File: config.mk
export PLATFORM = sky130hd
export DESIGN_NAME = ctrl_ramarb
export DESIGN_NICKNAME = d
export VERILOG_FILES = /design/src/rtl/ctrl_ramarb_pkg.sv /design/src/rtl/ctrl_wrptr.sv /design/src/rtl/ctrl_ramarb.sv
export SDC_FILE = /design/constraint.sdc
export NUM_CORES = 1
export LEC_CHECK = 0
export BUFFER_PORTS_ARGS = -buffer_cell sky130_fd_sc_hd__clkbuf_2
export CAP_MARGIN = 20
export CORE_ASPECT_RATIO = 1.4
export CORE_MARGIN = 10
export CORE_UTILIZATION = 30
export DETAILED_ROUTE_END_ITERATION = 12
export PLACE_DENSITY = 0.51
export SLEW_MARGIN = 0
export SYNTH_ARGS = -nofsm -noshare
export SYNTH_HDL_FRONTEND = slang
export SYNTH_HIERARCHICAL = 1
export SYNTH_SLANG_ARGS = --single-unit
export TNS_END_PERCENT = 5
File: constraint.sdc
create_clock -name clk_i -period 5.7 [get_ports clk_i]
set_clock_uncertainty 0.1 [all_clocks]
set_input_delay 0.855 -clock clk_i [delete_from_list [all_inputs] [get_ports clk_i]]
set_output_delay 0.855 -clock clk_i [all_outputs]
set_load 0.1 [all_outputs]
File: src/rtl/ctrl_ramarb_pkg.sv
// Shared arbiter state encodings for the controller's RAM-port blocks.
package ctrl_ramarb_pkg;
  localparam logic [1:0] ARB_IDLE = 2'd0;
  localparam logic [1:0] ARB_RD   = 2'd1;
  localparam logic [1:0] ARB_WR   = 2'd2;
endpackage

File: src/rtl/ctrl_wrptr.sv
// Circular write pointer over [base..limit]; load beats advance, never wraps arithmetically.
module ctrl_wrptr #(
  parameter int DATA_ADDR_WIDTH = 4
) (
  input  logic                       clk_i,
  input  logic                       rst_i,
  input  logic                       load_i,
  input  logic                       adv_i,
  input  logic [DATA_ADDR_WIDTH-1:0] base_i,
  input  logic [DATA_ADDR_WIDTH-1:0] limit_i,
  output logic [DATA_ADDR_WIDTH-1:0] ptr_o
);
  logic [DATA_ADDR_WIDTH-1:0] ptr_q, ptr_d;

  always_comb begin
    ptr_d = ptr_q;
    if (load_i)                ptr_d = base_i;
    else if (adv_i) begin
      if (ptr_q >= limit_i)    ptr_d = base_i;
      else                     ptr_d = ptr_q + DATA_ADDR_WIDTH'(1);
    end
  end

  always_ff @(posedge clk_i or posedge rst_i) begin
    if (rst_i) ptr_q <= '0;
    else       ptr_q <= ptr_d;
  end

  assign ptr_o = ptr_q;
endmodule

File: src/rtl/ctrl_ramarb.sv
// Data-RAM port arbiter: sequencer reads win, a pending sample is forced through after
// MAX_WAIT lost cycles. Decisions are registered, so the RAM sees them one cycle later.
module ctrl_ramarb
  import ctrl_ramarb_pkg::*;
#(
  parameter int DATA_ADDR_WIDTH = 4,
  parameter int SAMPLE_WIDTH    = 16,
  parameter int MAX_WAIT        = 3
) (
  input  logic                       clk_i,
  input  logic                       rst_i,
  input  logic                       en_i,
  input  logic                       s_valid_i,
  input  logic [SAMPLE_WIDTH-1:0]    s_data_i,
  output logic                       s_ready_o,
  input  logic                       c_req_i,
  input  logic [DATA_ADDR_WIDTH-1:0] c_addr_i,
  output logic                       c_gnt_o,
  input  logic [DATA_ADDR_WIDTH-1:0] wr_base_i,
  input  logic [DATA_ADDR_WIDTH-1:0] wr_limit_i,
  input  logic                       wr_load_i,
  output logic [DATA_ADDR_WIDTH-1:0] wr_ptr_o,
  output logic                       new_smp_o,
  output logic                       ram_en_o,
  output logic                       ram_wr_o,
  output logic [DATA_ADDR_WIDTH-1:0] ram_addr_o,
  output logic [SAMPLE_WIDTH-1:0]    ram_wdata_o
);
  localparam int WW = $clog2(MAX_WAIT + 1);

  logic [1:0]                 state_q, state_d;
  logic                       buf_full_q, buf_full_d;
  logic [SAMPLE_WIDTH-1:0]    buf_q;
  logic [WW-1:0]              wait_cnt_q, wait_cnt_d;
  logic [DATA_ADDR_WIDTH-1:0] ram_addr_q;
  logic [SAMPLE_WIDTH-1:0]    ram_wdata_q;
  logic                       accept, starved, do_wr;

  assign s_ready_o = en_i & ~buf_full_q;
  assign accept    = s_valid_i & s_ready_o;
  assign starved   = buf_full_q && (wait_cnt_q == WW'(MAX_WAIT));

  always_comb begin
    state_d = ARB_IDLE;
    if (en_i) begin
      if (c_req_i && !starved) state_d = ARB_RD;
      else if (buf_full_q)     state_d = ARB_WR;
    end
  end

  assign do_wr = (state_d == ARB_WR);

  // accept and write are mutually exclusive: accept needs an empty buffer, write a full one
  always_comb begin
    buf_full_d = buf_full_q;
    if (do_wr)       buf_full_d = 1'b0;
    else if (accept) buf_full_d = 1'b1;
  end

  always_comb begin
    wait_cnt_d = wait_cnt_q;
    if (do_wr)
      wait_cnt_d = '0;
    else if (en_i && buf_full_q && wait_cnt_q != WW'(MAX_WAIT))
      wait_cnt_d = wait_cnt_q + WW'(1);
  end

  always_ff @(posedge clk_i or posedge rst_i) begin
    if (rst_i) begin
      state_q     <= ARB_IDLE;
      buf_full_q  <= 1'b0;
      buf_q       <= '0;
      wait_cnt_q  <= '0;
      ram_addr_q  <= '0;
      ram_wdata_q <= '0;
    end else begin
      state_q    <= state_d;
      buf_full_q <= buf_full_d;
      wait_cnt_q <= wait_cnt_d;
      if (accept) buf_q <= s_data_i;
      if (state_d == ARB_RD) ram_addr_q <= c_addr_i;
      if (do_wr) begin
        ram_addr_q  <= wr_ptr_o;
        ram_wdata_q <= buf_q;
      end
    end
  end

  ctrl_wrptr #(.DATA_ADDR_WIDTH(DATA_ADDR_WIDTH)) u_wrptr (
    .clk_i   (clk_i),
    .rst_i   (rst_i),
    .load_i  (wr_load_i),
    .adv_i   (do_wr),
    .base_i  (wr_base_i),
    .limit_i (wr_limit_i),
    .ptr_o   (wr_ptr_o)
  );

  assign ram_en_o    = (state_q != ARB_IDLE);
  assign ram_wr_o    = (state_q == ARB_WR);
  assign new_smp_o   = (state_q == ARB_WR);
  assign c_gnt_o     = (state_q == ARB_RD);
  assign ram_addr_o  = ram_addr_q;
  assign ram_wdata_o = ram_wdata_q;
endmodule

# Word level (Yosys, flattened, before mapping)
# Index checks and enable logic that the tools add are counted.
dict set report totals {
  reg_bits 45
  input_bits 34
  out_inout_bits 29
  word_cells 41
}
dict set report op_classes {
  addsub 2
  magnitude_cmp 1
  n_eq_ne 6
  mux 12
  bitwise_logic 3
  n_reduce_logical 10
}
# operator count
set ops {}
lappend ops {{4-bit 2-to-1 mux} 5}
lappend ops {{2-bit 2-to-1 mux} 5}
lappend ops {{2-bit nonzero test} 5}
lappend ops {{2-bit equality test, second input constant} 3}
lappend ops {{4-bit by 1-bit adder with 4-bit output, second input constant} 1}
lappend ops {{2-bit by 1-bit equality test with 1-bit output, second input constant} 2}
lappend ops {{4-bit >= comparator} 1}
lappend ops {{1-bit logical AND} 4}
lappend ops {{2-bit by 1-bit adder with 2-bit output, second input constant} 1}
lappend ops {{1-bit bitwise AND} 2}
lappend ops {{1-bit 2-to-1 mux} 2}
lappend ops {{2-bit != test, second input constant} 1}
lappend ops {{1-bit zero test} 1}
lappend ops {{1-bit NOT} 1}

# Depth between registers and ports, before layout
# Gate-level depths: netlist (run 1).
dict set report logic_depth {
  depth_word 9
  depth_mapped 8
  mapped_depth_nobuf 7
}

# Modules after synthesis
# Netlist (run 1), hierarchy kept.
# module instances cells_each area_per_inst_um2 seq_area_each_um2
set by_module_without_submodules {}
lappend by_module_without_submodules {ctrl_ramarb 1 112 1696.6 1026.0}
lappend by_module_without_submodules {ctrl_wrptr 1 40 346.6 100.1}

# Least setup slack after synthesis (run 1)
# Ideal clock, no wire load.
dict set report synth_path {
  path_kind {register to output}
  start {register state_q[0]}
  end {output ram_wr_o}
  t_arrival_ps 2234
  required_time_ps 4745
  setup_slack_ps 2511
  path_stages_with_launch 3
  n_path_buf 1
  cell_sequence {dfrtp_1 > nor2b_1 > buf_4}
}
dict set report synth_via {
  elab_chain_len 1
}
# item line_no
set synth_lines {}
lappend synth_lines {{start: declaration} ctrl_ramarb.sv:31} ;# logic [1:0] state_q, state_d;
lappend synth_lines {{start signal: assignment} ctrl_ramarb.sv:77} ;# state_q <= state_d;
lappend synth_lines {{2-bit equality test} n/a}
lappend synth_lines {{end: declaration} ctrl_ramarb.sv:25} ;# output logic ram_wr_o,
# No other way between the ends.

# Final worst setup path (run 1)
dict set report layout_path {
  start {input en_i}
  end {output s_ready_o}
}
dict set report layout_via {
  elab_chain_len 1
}
# item line_no
set layout_lines {}
lappend layout_lines {{start: declaration} ctrl_ramarb.sv:12} ;# input logic en_i,
lappend layout_lines {{1-bit bitwise AND} ctrl_ramarb.sv:39} ;# assign s_ready_o = en_i & ~buf_full_q;
lappend layout_lines {{end: declaration} ctrl_ramarb.sv:15} ;# output logic s_ready_o,
# No other way between the ends.

==> metrics.md, run 1 <==
| Metric | Value |
|---|---|
| Via count | about 1300 |
| Longest Clk Path Bufs | 2 |
| Synthesized Nets | about 190 |
| H-tree Lvls | 2 |
| Detailed Routing Iterations Pass 1 | 4 |
| Most Frequent Cell on Critical Path | clkbuf_2 |
| Synth Cell Area | 0.00204 mm2 |
| Rows | 35 |
| Period utilisation layout | between 40 and 50% |
| Cell count after synthesis | roughly 150 |
| Post-cts resize count | 0 |
| Gr usage total | 8.63% |
| First-pass GRT wire length | 7400 um |
| WP buf/inv | 2 |
| FILL cells | 656 |
| Max Clock Freq | roughly 0.39 GHz |
| Register area | about 0.0011 mm2 |
| Status | finished clean |
| Worst R2R Path Depth | 5 |
| Clock-pin slew on the worst setup and hold paths | approximately 0.080 ns |
| Gr ovfl total | 0 |
| Setup crit start kind | input pin |
| Largest net degree at the start of global routing | 42 |
| Final HPWL from detailed placement | 3440 um |
| Syn_area_per_cell | ~13 um2 |
| Nets | roughly 260 |
| Top delay family on crit path | buffers and inverters |
| Largest family of logic cells by synthesized area | multiplexers |
| Setup TNS | 0 ns |
| Synth Area in XOR/XNOR | 0% |
| Worst-path cell chain | clkbuf_2, nor2b_1, clkbuf_2 |
| Io pins | 63 |
| I/O Buffers | 62 |
| Root Buffer | clkbuf_8 |
| Layout area overhead | 25.1% |
| GP Congestion | 0.704 |
| Adder and majority cell fraction of the synthesized area | between 4 and 5% |
| Max incr delay on CP | between 0.4 and 0.5 ns |
| Num CTS Buffers | 5 |
| Crit end category | primary output |
| Post-synthesis compound-gate area fraction | just over 5% |
| CP required | about 4.7 ns |
| Crit path DAT | 1.63 ns |
| Area of the multi-input gates | ~840 um2 |
| Multiplexer share of the synthesized area | between 20% and 30% |
| Post-DRT Antenna Nets | 0 |
| RSZ-0062 raised after global routing | false |
| Die area | 0.0106 mm2 |
| FFs w/ async S/R, synth | 100% |
| Die width | 89.8 um |
| Cell variety after synth | 27 |
| Layout cell share with drive strength beyond 1 | between 50 and 60% |
| Diode count | 0 |
| Drt wl/cell | ~15 um |
| Simple-gate share of the synthesized area | a little under 7% |
| Worst-Skew Late Latency | around 0.29 ns |
| Initial antenna violation count | 0 |
| Core footprint | roughly 0.0066 mm2 |
| DIE HEIGHT | roughly 120 um |
| Clock tree sinks | 45 |
| Post-layout min period | about 2.6 ns |
| Crit path launch | en_i |
| Vias/cell | ~4.3 |
| Residual DRC | 0 |
| Final setup viols | 0 |
| Vias in the first global route | roughly 1400 |
| Initial Utilization | 30.9% |
| Post-synth EDFFs | 0 |
| CTS tree | done |
| Max Fanout on Critical Path | 6 |
| Sequential area share after synthesis | roughly 55% |
| YS warnings | 6 |
| CP Depth | 3 |
| Crit Path Class | in -> out |
| Slowest cell on the critical path | clkbuf_2 |
| Pins over their slew limit | 0 |
| CTS Hold Bufs | 0 |
| Worst min path class | in -> async |
| Post-placement cell area | around 0.0024 mm2 |
| Postcts setup bufs | 0 |
| DRT iter0 DRCs | 36 |
| Relative max-transition margin | 43.9% |
| Flops & latches, synth | 45 |
| Reg2Reg Setup Slack | roughly 3.5 ns |
| Reg-to-reg startpoint | wait_cnt_q[0] |
| Final WL | 4490 um |
| Final instance area | approximately 0.0026 mm2 |
| Worst slew pin tran | 0.842 ns |
| Fin. Hold Viols | 0 |
| Max_cap viols | 0 |
| Synth Flop Type | dfrtp_1 |
[layout make-up]
type | count | share of cell area [%]
Sequential cell | 45 | 44.1
Inverter | 11 | 1.62
Clock buffer | 6 | 3.23
Clock inverter | 2 | 1.47
Multi-Input combinational cell | 90 | 32.7
Timing Repair Buffer | 63 | 12.4
Tap cell | 92 | 4.50
[placed cells by master (no fill, tap or decap), types with 2 or more instances in the layout]
cell type / count
or2_1: 2
a21oi_1: 2
ha_1: 8
nand3_1: 2
nor2_1: 2
mux2_4: 10
nand2_1: 9
inv_1: 11
mux2i_1: 7
dfrtp_1: 45
clkbuf_2: 62
clkbuf_8: 6
mux2_2: 24
a22oi_1: 2
o21ai_0: 8
nor2b_1: 4
and3_1: 2
[registers in the layout (all words and copies together), names as in the netlist]
| register | flops |
|---|---|
| ram_addr_o | 4 |
| u_wrptr/ptr_o | 4 |
| buf_q | 16 |
| buf_full_q | 1 |
| wait_cnt_q | 2 |
| state_q | 2 |
| ram_wdata_o | 16 |
[metrics by stage]
stage	std cells	hold WS (ns)	setup slack, ns	utilization, %
after floorplan	152	0.374	2.51	-
after global placement	301	0.367	2.97	36.8
after detailed placement	301	0.376	2.88	36.8
after CTS	309	0.321	3.12	38.7
after global routing	309	0.330	3.08	38.7
final	309	0.325	3.12	38.7
[worst register-to-register path: cells and delay by family, from the launching register on]
family / cells / cell delay, ns
adder cells (fa/ha/maj): 2 / 0.93
multiplexers: 1 / 0.42
flip-flops: 1 / 0.38
AO/OA/AOI/OAI: 1 / 0.22
buffers and inverters: 1 / 0.04
[kinds of logic (layout without fill, tap and decap cells)]
group           after synthesis  count (layout)
compound gates               16              16
simple gates                 25              25
fa+ha+maj                     8               8
mux                          41              41
buf+inv                      17              82
flops                        45              45
[metal layers]
layer | global-route usage (%) | up-vias | routed length (um)
met5 | 0 | - | 0
met4 | 3.04 | 0 | 61
met3 | 3.57 | 5 | 303
met2 | 13.0 | 52 | 2050
met1 | 10.7 | 626 | 2080
li1 | - | 647 | -
[synth_stat cells (2+ instances only)]
library cell	number	area (um2)
a21oi_1	2	10.0
nor2_1	2	7.51
mux2_4	10	150
buf_2	2	10.0
dfrtp_1	45	1130
or2_1	2	12.5
o21ai_0	8	40.0
buf_4	2	15.0
nand3_1	2	10.0
nand2_1	9	33.8
and3_1	2	12.5
nor2b_1	4	25.0
mux2_2	24	270
a22oi_1	2	15.0
ha_1	8	100
inv_1	11	41.3
mux2i_1	7	70.1
[worst paths after layout]
check | to
min in group clk_i | ram_addr_o[1]
worst min register to register | ram_addr_o[1]
worst max register to register | ram_wdata_o[10]
worst max-delay path | s_ready_o
worst min-delay path | u_wrptr/ptr_o[3]
max in group asynchronous | buf_q[5]
Power of run 1 is left out: the tool's default activity adds up to more than one toggle a clock period on the data nets, which glitch-free logic cannot reach.
==> run 2: changes to the inputs <==
==> constraint.sdc (replaced) <==
create_clock -name clk_i -period 2.5 [get_ports clk_i]
set_clock_uncertainty 0.1 [all_clocks]
set_input_delay 0.375 -clock clk_i [delete_from_list [all_inputs] [get_ports clk_i]]
set_output_delay 0.375 -clock clk_i [all_outputs]
set_load 0.1 [all_outputs]
==> run 2 against run 1 <==
Effect of this change:
- critical path depth up 3
- first-iteration DRC count down 58%
- register-to-register slack lost 2.9 ns
- critical path type is now reg -> reg
- largest cell class unchanged
==> metrics.md, run 2 (synthesis gave the netlist of run 1 again) <==
| Metric | Value |
|---|---|
| Nets | 262 (was 258) |
| Final Core Density | 38.8% (was 38.7%) |
| Clock-pin slew on the worst setup and hold paths | 0.09 ns (was 0.08 ns) |
| CP required | 2.58 ns (was 4.74 ns) |
| Layout cell share with drive strength beyond 1 | 50.7% (about the same) |
| Top delay family on crit path | adder cells (was buffers and inverters) |
| Longest Clk Path Bufs | 2 (unchanged) |
| Post-placement cell area | 0.00247 mm2 (was 0.00244 mm2) |
| First-pass GRT wire length | 7550 um (was 7400 um) |
| Initial antenna violation count | 0 (unchanged) |
| Final setup viols | 0 (unchanged) |
| I/O Buffers | 62 (unchanged) |
| Via count | 1329 (was 1330) |
| Worst-Skew Late Latency | 0.29 ns (about the same) |
| Setup crit start kind | register (was input pin) |
| Final instance count without filler cells | 313 (was 309) |
| Layout area overhead | 25.7% (was 25.1%) |
| RSZ-0062 raised after global routing | false (unchanged) |
| Max_cap viols | 0 (unchanged) |
| Gr usage total | 8.71% (was 8.63%) |
| Max incr delay on CP | 0.38 ns (was 0.47 ns) |
| Post-DRT Antenna Nets | 0 (unchanged) |
| Gr ovfl total | 0 (unchanged) |
| WP buf/inv | 2 (unchanged) |
| Clock tree sinks | 45 (unchanged) |
| Max Clock Freq | between 0.5 and 0.6 GHz |
| CTS tree | done (unchanged) |
| Vias in the first global route | 1524 (was 1429) |
| Num CTS Buffers | 5 (unchanged) |
| DIE HEIGHT | 118 um (unchanged) |
| Slowest cell on the critical path | ha_1 (was clkbuf_2) |
| Placed insts | 304 (was 301) |
| Worst min path class | in -> reg (was in -> async) |
| Commonest non-fill, non-tap cells in the layout | 62 x clkbuf_2, 45 x dfrtp_1, 24 x mux2_2, 11 x inv_1, 10 x mux2_4 (unchanged) |
| Status | finished clean (unchanged) |
| Diode count | 0 (unchanged) |
| Crit Path Class | reg -> reg (was in -> out) |
| Fin. Hold Viols | 0 (unchanged) |
| Most Frequent Cell on Critical Path | ha_1 (was clkbuf_2) |
| Worst-path cell chain | ha_1, inv_1, a21oi_1, ha_1, buf_12, mux2_2 (was clkbuf_2, nor2b_1, clkbuf_2) |
| Largest net degree at the start of global routing | 42 (unchanged) |
| Post-cts resize count | 0 (unchanged) |
| Setup TNS | 0 ns (unchanged) |
| Final instance area | 0.00257 mm2 (was 0.00256 mm2) |
| Final WL | 4520 um (was 4490 um) |
| Pins over their slew limit | 0 (unchanged) |
| H-tree Lvls | 2 (unchanged) |
| Crit path DAT | 2.01 ns (was 1.63 ns) |
| Relative max-transition margin | 62.9% (was 43.9%) |
| Worst slew pin tran | 0.559 ns (was 0.842 ns) |
| Drt wl/cell | 14.4 um (was 14.5 um) |
| Post-layout min period | around 1.9 ns |
| Core footprint | 0.00661 mm2 (unchanged) |
| DRT iter0 DRCs | 15 (was 36) |
| Die width | 89.8 um (unchanged) |
| Initial Utilization | 30.9% (unchanged) |
| Period utilisation layout | 77.1% |
| Vias/cell | 4.25 (was 4.30) |
| Final HPWL from detailed placement | 3520 um (was 3440 um) |
| Most common cell after layout, fill and taps aside | clkbuf_2 (unchanged) |
| Die area | 0.0106 mm2 (unchanged) |
| Io pins | 63 (unchanged) |
| Root Buffer | clkbuf_8 (unchanged) |
| Crit end category | register (was primary output) |
| Max Fanout on Critical Path | 14 (was 6) |
| Rows | 35 (unchanged) |
| Detailed Routing Iterations Pass 1 | 4 (unchanged) |
| GP Congestion | 0.701 (was 0.704) |
| Residual DRC | 0 (unchanged) |
[run 2: cell types whose count changed in the layout (fill, tap and decap cells not counted)]
| cell | delta |
|---|---|
| bufinv_16 | -1 |
| clkbuf_1 | +2 |
| clkbuf_8 | -1 |
| buf_4 | +2 |
| buf_12 | +1 |
| nor2b_1 | -1 |
| dlygate4sd3_1 | +1 |
| nor2b_2 | +1 |
[run 2: timing repair]
item                                   CTS  global route
setup buffers                            0             0
endpoints found under the hold margin    4             0
hold buffers                             1             0
[run 2: final cells by class]
cell class              count  area, um2
multi-input cells          90        838
clock buffers               7       76.3
fillers                   649       4050
well taps                  92        115
repair buffers             67        363
clock inverters             1       7.51
flip-flops and latches     45       1130
inverters                  11       41.3
[run 2: through the flow]
step | setup WS (ns) | hold slack, ns
after floorplan | 0.0535 | 0.0411
after global placement | 0.541 | 0.166
after detailed placement | 0.461 | 0.162
after CTS | 0.569 | 0.199
after global routing | 0.397 | 0.190
final | 0.574 | 0.206
[run 2: final timing paths]
check	start	endpoint	slack, ns	cells past startpoint
worst max-delay path	wait_cnt_q[0]	ram_wdata_o[1]	0.57	6
worst min-delay path	s_data_i[11]	buf_q[11]	0.21	2
worst max register to register	wait_cnt_q[0]	ram_wdata_o[1]	0.57	6
worst min register to register	ram_addr_o[1]	ram_addr_o[1]	0.39	2
max in group asynchronous	rst_i	ram_wdata_o[3]	1.28	4
min in group asynchronous	rst_i	u_wrptr/ptr_o[1]	0.40	3
[run 2: metal layers]
| metal | up-vias | GRT usage, % | part of all wire [%] |
|---|---|---|---|
| li1 | 660 | - | - |
| met1 | 611 | 10.8 | 48 |
| met2 | 52 | 13.1 | 43 |
| met3 | 6 | 3.89 | 7.3 |
| met4 | 0 | 2.74 | 1.5 |
| met5 | - | 0 | 0 |
Power of run 2 is left out for the same reason.
